[src/rtl/seq_divmul.sv]
// Iterative signed/unsigned divider and multiplier.
// Operands are turned into magnitudes on entry, one result bit is produced
// per cycle, and the recorded signs are applied on exit.
//
// state | meaning
// ------+-----------------------------------------------------------
// IDLE  | waiting for Start; operands and mode captured on Start
// LOAD  | form operand magnitudes, record signs, clear accumulator
// ITER  | WIDTH shift/subtract (divide) or add/shift (multiply) steps
// FIX   | apply sign correction, load Result/Remainder/DivZero
// DONE  | one-cycle Done pulse, back to IDLE
module seq_divmul #(
    parameter int WIDTH = 8
) (
    input  logic             Clock,
    input  logic             Reset,
    input  logic             Start,
    input  logic             Mode,
    input  logic             Signed,
    input  logic [WIDTH-1:0] Operand1,
    input  logic [WIDTH-1:0] Operand2,
    output logic             Busy,
    output logic             Done,
    output logic [WIDTH-1:0] Result,
    output logic [WIDTH-1:0] Remainder,
    output logic             DivZero
);

    localparam int CW = (WIDTH > 2) ? $clog2(WIDTH) : 1;

    typedef enum logic [2:0] {
        S_IDLE,
        S_LOAD,
        S_ITER,
        S_FIX,
        S_DONE
    } state_t;

    state_t state, state_nxt;

    logic               mode_q;
    logic               signed_q;
    logic [WIDTH-1:0]   op1_q;
    logic [WIDTH-1:0]   op2_q;
    // divisor magnitude (divide) or multiplicand magnitude (multiply)
    logic [WIDTH-1:0]   oper_q;
    // divide: {rem, dividend/quotient}; multiply: {high, multiplier/low}
    logic [2*WIDTH-1:0] acc_q;
    logic [CW-1:0]      cnt_q;
    logic               neg_res_q;
    logic               neg_rem_q;

    logic [WIDTH-1:0]   mag1;
    logic [WIDTH-1:0]   mag2;
    logic [WIDTH:0]     trial;
    logic [WIDTH:0]     sum;
    logic [2*WIDTH-1:0] acc_div;
    logic [2*WIDTH-1:0] acc_mul;
    logic [WIDTH-1:0]   quo_fix;
    logic [WIDTH-1:0]   rem_fix;
    logic [2*WIDTH-1:0] prod_fix;

    // State register.
    always_ff @(posedge Clock) begin
        if (Reset) state <= S_IDLE;
        else       state <= state_nxt;
    end

    // Next-state decode and status outputs.
    always_comb begin
        state_nxt = state;
        Busy      = 1'b0;
        Done      = 1'b0;
        unique case (state)
            S_IDLE: if (Start) state_nxt = S_LOAD;
            S_LOAD: begin
                Busy      = 1'b1;
                state_nxt = S_ITER;
            end
            S_ITER: begin
                Busy = 1'b1;
                if (cnt_q == '0) state_nxt = S_FIX;
            end
            S_FIX: begin
                Busy      = 1'b1;
                state_nxt = S_DONE;
            end
            S_DONE: begin
                Done      = 1'b1;
                state_nxt = S_IDLE;
            end
            default: state_nxt = S_IDLE;
        endcase
    end

    // Magnitudes, one iteration step for each mode, and exit sign correction.
    always_comb begin
        mag1 = (signed_q && op1_q[WIDTH-1]) ? (~op1_q + WIDTH'(1)) : op1_q;
        mag2 = (signed_q && op2_q[WIDTH-1]) ? (~op2_q + WIDTH'(1)) : op2_q;

        // The bit shifted out of the remainder half joins the trial subtract.
        trial = acc_q[2*WIDTH-1:WIDTH-1] - {1'b0, oper_q};
        if (!trial[WIDTH]) acc_div = {trial[WIDTH-1:0], acc_q[WIDTH-2:0], 1'b1};
        else               acc_div = {acc_q[2*WIDTH-2:0], 1'b0};

        sum     = {1'b0, acc_q[2*WIDTH-1:WIDTH]} + (acc_q[0] ? {1'b0, oper_q} : '0);
        acc_mul = {sum, acc_q[WIDTH-1:1]};

        quo_fix  = neg_res_q ? (~acc_q[WIDTH-1:0] + WIDTH'(1)) : acc_q[WIDTH-1:0];
        rem_fix  = neg_rem_q ? (~acc_q[2*WIDTH-1:WIDTH] + WIDTH'(1))
                             : acc_q[2*WIDTH-1:WIDTH];
        prod_fix = neg_res_q ? (~acc_q + (2*WIDTH)'(1)) : acc_q;
    end

    // Datapath registers and result outputs.
    always_ff @(posedge Clock) begin
        if (Reset) begin
            mode_q    <= 1'b0;
            signed_q  <= 1'b0;
            op1_q     <= '0;
            op2_q     <= '0;
            oper_q    <= '0;
            acc_q     <= '0;
            cnt_q     <= '0;
            neg_res_q <= 1'b0;
            neg_rem_q <= 1'b0;
            Result    <= '0;
            Remainder <= '0;
            DivZero   <= 1'b0;
        end else begin
            unique case (state)
                S_IDLE: begin
                    if (Start) begin
                        mode_q   <= Mode;
                        signed_q <= Signed;
                        op1_q    <= Operand1;
                        op2_q    <= Operand2;
                    end
                end
                S_LOAD: begin
                    acc_q     <= {{WIDTH{1'b0}}, (mode_q ? mag1 : mag2)};
                    oper_q    <= mode_q ? mag2 : mag1;
                    neg_res_q <= signed_q & (op1_q[WIDTH-1] ^ op2_q[WIDTH-1]);
                    neg_rem_q <= signed_q & op1_q[WIDTH-1];
                    cnt_q     <= CW'(WIDTH - 1);
                    DivZero   <= 1'b0;
                end
                S_ITER: begin
                    acc_q <= mode_q ? acc_div : acc_mul;
                    cnt_q <= cnt_q - CW'(1);
                end
                S_FIX: begin
                    if (mode_q) begin
                        if (op2_q == '0) begin
                            Result    <= '1;
                            Remainder <= op1_q;
                            DivZero   <= 1'b1;
                        end else begin
                            Result    <= quo_fix;
                            Remainder <= rem_fix;
                        end
                    end else begin
                        {Remainder, Result} <= prod_fix;
                    end
                end
                default: ;
            endcase
        end
    end

endmodule

[config.mk]
export PLATFORM = sky130hd
export DESIGN_NAME = seq_divmul
export DESIGN_NICKNAME = d
export VERILOG_FILES = /design/src/rtl/seq_divmul.sv
export SDC_FILE = /design/constraint.sdc
export NUM_CORES = 1
export LEC_CHECK = 0
export ABC_CLOCK_PERIOD_IN_PS = 5000
export CAP_MARGIN = 10
export CELL_PAD_IN_SITES_DETAIL_PLACEMENT = 1
export CELL_PAD_IN_SITES_GLOBAL_PLACEMENT = 1
export CORE_MARGIN = 5
export CORE_UTILIZATION = 45
export DETAILED_ROUTE_END_ITERATION = 8
export PLACE_DENSITY = 0.8
export SYNTH_ARGS = -nofsm -noshare
export SYNTH_HDL_FRONTEND = slang
export SYNTH_SLANG_ARGS = --single-unit
[constraint.sdc]
create_clock -name Clock -period 5 [get_ports Clock]
set_input_delay 0.75 -clock Clock [delete_from_list [all_inputs] [get_ports Clock]]
set_output_delay 0.75 -clock Clock [all_outputs]
set_load 0.03 [all_outputs]
# --- Word level (Yosys, flattened, before mapping) ---
# Index checks and enable logic that the tools add are counted.
totals:
  regBits: 67
  output_inout_bits: 19
op_classes:
  n_addsub: 8
  eq_ne: 8
  n_mux: 24
  bitwise: 8
  reduce_logical: 11
op_table:
  columns: ["cell", "n"]
  rows:
  - ["8-bit 2-to-1 mux", 11]
  - ["16-bit 2-to-1 mux", 3]
  - ["8-bit by 1-bit adder with 8-bit output (second input constant)", 4]
  - ["8-bit inverter", 4]
  - ["16-bit case mux with 2 select lines", 1]
  - ["16-bit by 1-bit adder with 16-bit output (second input constant)", 1]
  - ["16-bit inverter", 1]
  - ["3-bit case mux with 4 select lines", 1]
  - ["8-bit by 8-bit adder with 9-bit output", 1]
  - ["9-bit by 8-bit subtractor with 9-bit output", 1]
  - ["8-bit logical NOT", 1]
  - ["2-bit != test (second input constant)", 4]
  - ["3-bit by 2-bit == test with 1-bit output (second input constant)", 2]
  - ["3-bit logical NOT", 2]
  - ["3-bit 2-to-1 mux", 2]
  - ["3-bit case mux with 2 select lines", 1]
  - ["1-bit 2-to-1 mux", 4]
  - ["2-bit AND reduction", 2]
  - ["2-bit nonzero test", 2]
  - ["3-bit by 1-bit == test with 1-bit output (second input constant)", 1]
  - ["3-bit == test (second input constant)", 1]
  - ["3-bit AND reduction", 1]
  - ["3-bit OR reduction", 1]
  - ["3-bit by 1-bit subtractor with 3-bit output (second input constant)", 1]
  - ["4 further kinds", 6]

# --- Longest topological paths before layout ---
depth:
  depth_word: 5
  depth_mapped: 11
  ltp_nobuf: 10

# --- Least setup slack after synthesis ---
# Ideal clock, no wire load.
synth_timing:
  kind: "reg2reg"
  start: "register acc_q[7]"
  end: "register acc_q[10]"
  setup_ns: 0.126
  t_arrival_ns: 2.115
  slack_ns: 2.759
  path_stages_with_launch: 12
  path_buffers: 1
  period_less_slack_ns: 2.241
  path_cell_list: "dfxtp_1 > inv_1 > ha_1 > inv_1 > fa_1 > a21o_1 > nand4_1 > nand3_1 > and3_1 > clkbuf_1 > nor4_1 > nor3_1"
synth_via:
  elab_chain_len: 4
synth_rtl:
  columns: ["item", "line", "rtl"]
  rows:
  - ["start: declaration", "48", "logic [2*WIDTH-1:0] acc_q;"]
  - ["start signal: assignment", "141", "acc_q <= {{WIDTH{1'b0}}, (mode_q ? mag1 : mag2)};"]
  - ["start signal: assignment", "149", "acc_q <= mode_q ? acc_div : acc_mul;"]
  - ["9-bit by 8-bit subtractor with 9-bit output", "102", "trial = acc_q[2*WIDTH-1:WIDTH-1] - {1'b0, oper_q};"]
  - ["16-bit 2-to-1 mux", "103", "if (!trial[WIDTH]) acc_div = {trial[WIDTH-1:0], acc_q[WIDTH-2:0], 1'b1};"]
  - ["16-bit 2-to-1 mux", "149", null]
  - ["16-bit case mux with 2 select lines", "131", "unique case (state)"]
# Every way passes these cells.
# A chain may end at the register's enable or synchronous reset.

# --- Worst setup path in the final report ---
layout_timing:
  start: "register acc_q[0]"
  end: "register acc_q[13]"
layout_via:
  elab_chain_len: 4
layout_rtl:
  columns: ["item", "line", "rtl"]
  rows:
  - ["8-bit 2-to-1 mux", "106", "sum = {1'b0, acc_q[2*WIDTH-1:WIDTH]} + (acc_q[0] ? {1'b0, oper_q} : '0);"]
  - ["8-bit by 8-bit adder with 9-bit output", "106", null]
  - ["16-bit 2-to-1 mux", "149", null]
  - ["16-bit case mux with 2 select lines", "131", null]
# Every way passes these cells.

==> results.sh <==
export IMPL_status="finished, final reports clean"
export IMPL_crit_type="flop to flop"
export IMPL_fin_crit_sh_pct=53.69
export IMPL_setup_violations=0
export IMPL_grt_max_degree=67
export IMPL_drv_cap=0
export IMPL_cts_tree="done"
export IMPL_syn_to_final_growth_pct=12.06
export IMPL_synthArstFlopShare_pct=0
export IMPL_synth_seq_cells=67
export IMPL_fin_tns_setup_ps=0
export IMPL_post_dp_hpwl_um=10370
export IMPL_ctsHoldBuffers=0
export IMPL_worstPathArrival_ps=2910
export IMPL_crit_required_ps=5220
export IMPL_worstPathMaxFanout=5
export IMPL_synth_ff_type="dfxtp_1"
export IMPL_nNetsFinal=639
export IMPL_power_density_nw_per_um2=307.0
export IMPL_yosysSeqAreaShare_pct=29.52
export IMPL_slew_viol_final=0
export IMPL_tightest_slew_ps=1037
export IMPL_drc=0
export IMPL_rsz0062_at_grt="no"
export IMPL_clock_sinks=67
export IMPL_grt_overflow_total=0
export IMPL_drt_iter0_markers=295
export IMPL_cts_buffer_depth=2
export IMPL_cts_setup_buffers=0
export IMPL_vdd_ir_drop_max_mv=0.1432
export IMPL_multi_input_area_um2=2868
export IMPL_min_period_ps=2684
export IMPL_drt_pass1_iter_count=5
export IMPL_clkLatencyLatePin_ps=350
export IMPL_fillers=1261
export IMPL_cts_root_buf="clkbuf_8"
export IMPL_place_area_um2=4888
export IMPL_cp_end_kind="flop"
export IMPL_synth_cell_types=64
export IMPL_syn_area_um2=4543
export IMPL_slew_headroom_pct=30.49
export IMPL_io_buffers=39
export IMPL_fp_dieW_um=110.5
export IMPL_grt_usage_pct=22.26
export IMPL_fp_coreArea_um2=9819
export IMPL_cts_resized=0
export IMPL_min_path_type="flop to flop"
export IMPL_cp_start_kind="flop"
export IMPL_clock_skew_ps=11.09
export IMPL_row_count=36
export IMPL_ant_nets=0
export IMPL_final_area_um2=5091
export IMPL_ys_warn_count=0
export IMPL_io_pins=40
export IMPL_synth_edf_count=0
export IMPL_p_leak_nw=1.872
export IMPL_drive_gt1_share_pct=6.845
export IMPL_hold_viol=0
export IMPL_grt_pass1_wl_um=22640
export IMPL_regArea_um2=1341
export IMPL_synth_fp_nets=624
export IMPL_viasPerCell=5.948
export IMPL_syn_inst=579
export IMPL_die_area_um2=12200
export IMPL_initial_core_util_pct=46.27
export IMPL_cts_buffers=9
export IMPL_die_y_um=110.5
export IMPL_synth_area_per_cell_um2=7.846
export IMPL_antenna_found_initial=0
export IMPL_n_antenna_cell=0
export IMPL_avgRoutedWirePerCell_um=19.12
export IMPL_path_clk_slew_ps=80
export IMPL_num_vias=4354
export IMPL_gp_congestion=0.9140
export IMPL_htreeDepth=3
export IMPL_routed_wl_um=14000
export IMPL_max_freq_mhz=372.5
export IMPL_grt_pass1_vias=4500
metrics by stage:
| stage | setup slack [ps] | cells | util (%) | hold WS, ps | power, mW |
|---|---|---|---|---|---|
| 2_1_floorplan | 2759 | 579 | - | 431.9 | 0.9624 |
| 3_3_place_gp | 2458 | 716 | 49.78 | 444.9 | 1.073 |
| 3_5_place_dp | 2357 | 716 | 49.78 | 452.5 | 1.093 |
| 4_1_cts | 2322 | 732 | 51.85 | 471.8 | 1.563 |
| 5_1_grt | 2129 | 732 | 51.85 | 500.7 | 1.640 |
| 6_report | 2316 | 732 | 51.85 | 470.8 | 1.563 |
critical path: stages (launching register included):
cell,delay [ps]
dfxtp_1,360
and2_1,190
ha_1,220
fa_1,440
a21o_1,190
a21oi_1,280
o21ai_0,170
and2_1,190
a221oi_1,400
nand3_1,120
cells in the mapped netlist, drive strengths merged (2+ instances only):
master  count  area, um^2
nand2b      3       18.77
clkbuf     31       180.2
a31oi       4       25.02
a222oi      5       50.05
a221oi      2       17.52
nand3b      3       22.52
nor2b       5       31.28
o221ai      2       17.52
a22oi       6       45.04
nor3       17       90.09
and2        5       32.53
inv        26       97.59
o31a        2       17.52
nor2       69       259.0
o21ai      24       120.1
o211ai     11       82.58
nor4        4       25.02
a21oi      53       265.3
mux2        5       56.30
a311oi      4       35.03
nand3      12       60.06
xor2       15       131.4
buf         8       61.30
mux2i      15       150.1
or2         5       33.78
fa          2       40.04
and3        4       25.02
a21o        7       52.55
nand2      65       244.0
or3         3       18.77
dfxtp      67        1341
xnor2      22       192.7
ha         22       275.3
or4         2       18.77
o41ai       3       45.05
o31ai       4       30.03
nand4       4       25.02
a211oi     21       157.7
o311ai      2       17.52
or3b        3       26.28
state kept, by name, indices dropped and copies added, names as in the netlist:
register   cells
oper_q         8
DivZero        1
cnt_q          3
signed_q       1
neg_res_q      1
mode_q         1
Result         8
Remainder      8
op2_q          8
op1_q          8
acc_q         16
neg_rem_q      1
state          3
metal layers:
metal | global-route usage [%] | up-vias | wire length, um
li1 | - | 2091 | -
met1 | 29.15 | 2111 | 6327
met2 | 37.50 | 132 | 6734
met3 | 3.775 | 20 | 695
met4 | 6.568 | 0 | 239
met5 | 0 | - | 0
area by class of cell:
class                      count  area share (%)
multi-input combinational    447           56.33
sequential                    67           26.35
inverter                      26           1.917
clock buffer                  10           2.703
tap                          133           3.269
timing repair buffer          43           8.159
clock inverter                 6           1.278
cell families (layout without fill, tap and decap cells):
family	Yosys count	in the layout	synth area share (%)
simple gates	206	206	20.85
compound gates	160	160	23.55
flops	67	67	29.52
buf+inv	65	85	7.463
xor+xnor	37	37	7.133
fa+ha+maj	24	24	6.940
mux	20	20	4.544
report_power, final:
group	total [mW]	leakage, nW	internal, mW	switching (mW)
sequential	0.625	0.545	0.573	0.0518
combinational	0.465	1.22	0.167	0.298
clock	0.473	0.102	0.244	0.229
cells in the final DEF (no fill, tap or decap), drive strengths merged, types with 6 or more instances in the layout:
cell type       n
nand2          65
clkdlybuf4s50  38
mux2i          15
a21o            7
nor3           17
a21oi          53
o21ai          24
dfxtp          67
ha             22
xnor2          22
inv            26
o211ai         11
clkbuf         10
nand3          12
a211oi         21
a22oi           6
xor2           15
nor2           69
final timing paths:
path / startpoint / cells after the start / endpoint / slack (ps)
max reg2reg: acc_q[0] / 9 / acc_q[13] / 2320
max: acc_q[0] / 9 / acc_q[13] / 2320
min reg2reg: Remainder[0] / 2 / Remainder[0] / 470
min: Remainder[0] / 2 / Remainder[0] / 470
(Power assumes the default switching activity.)
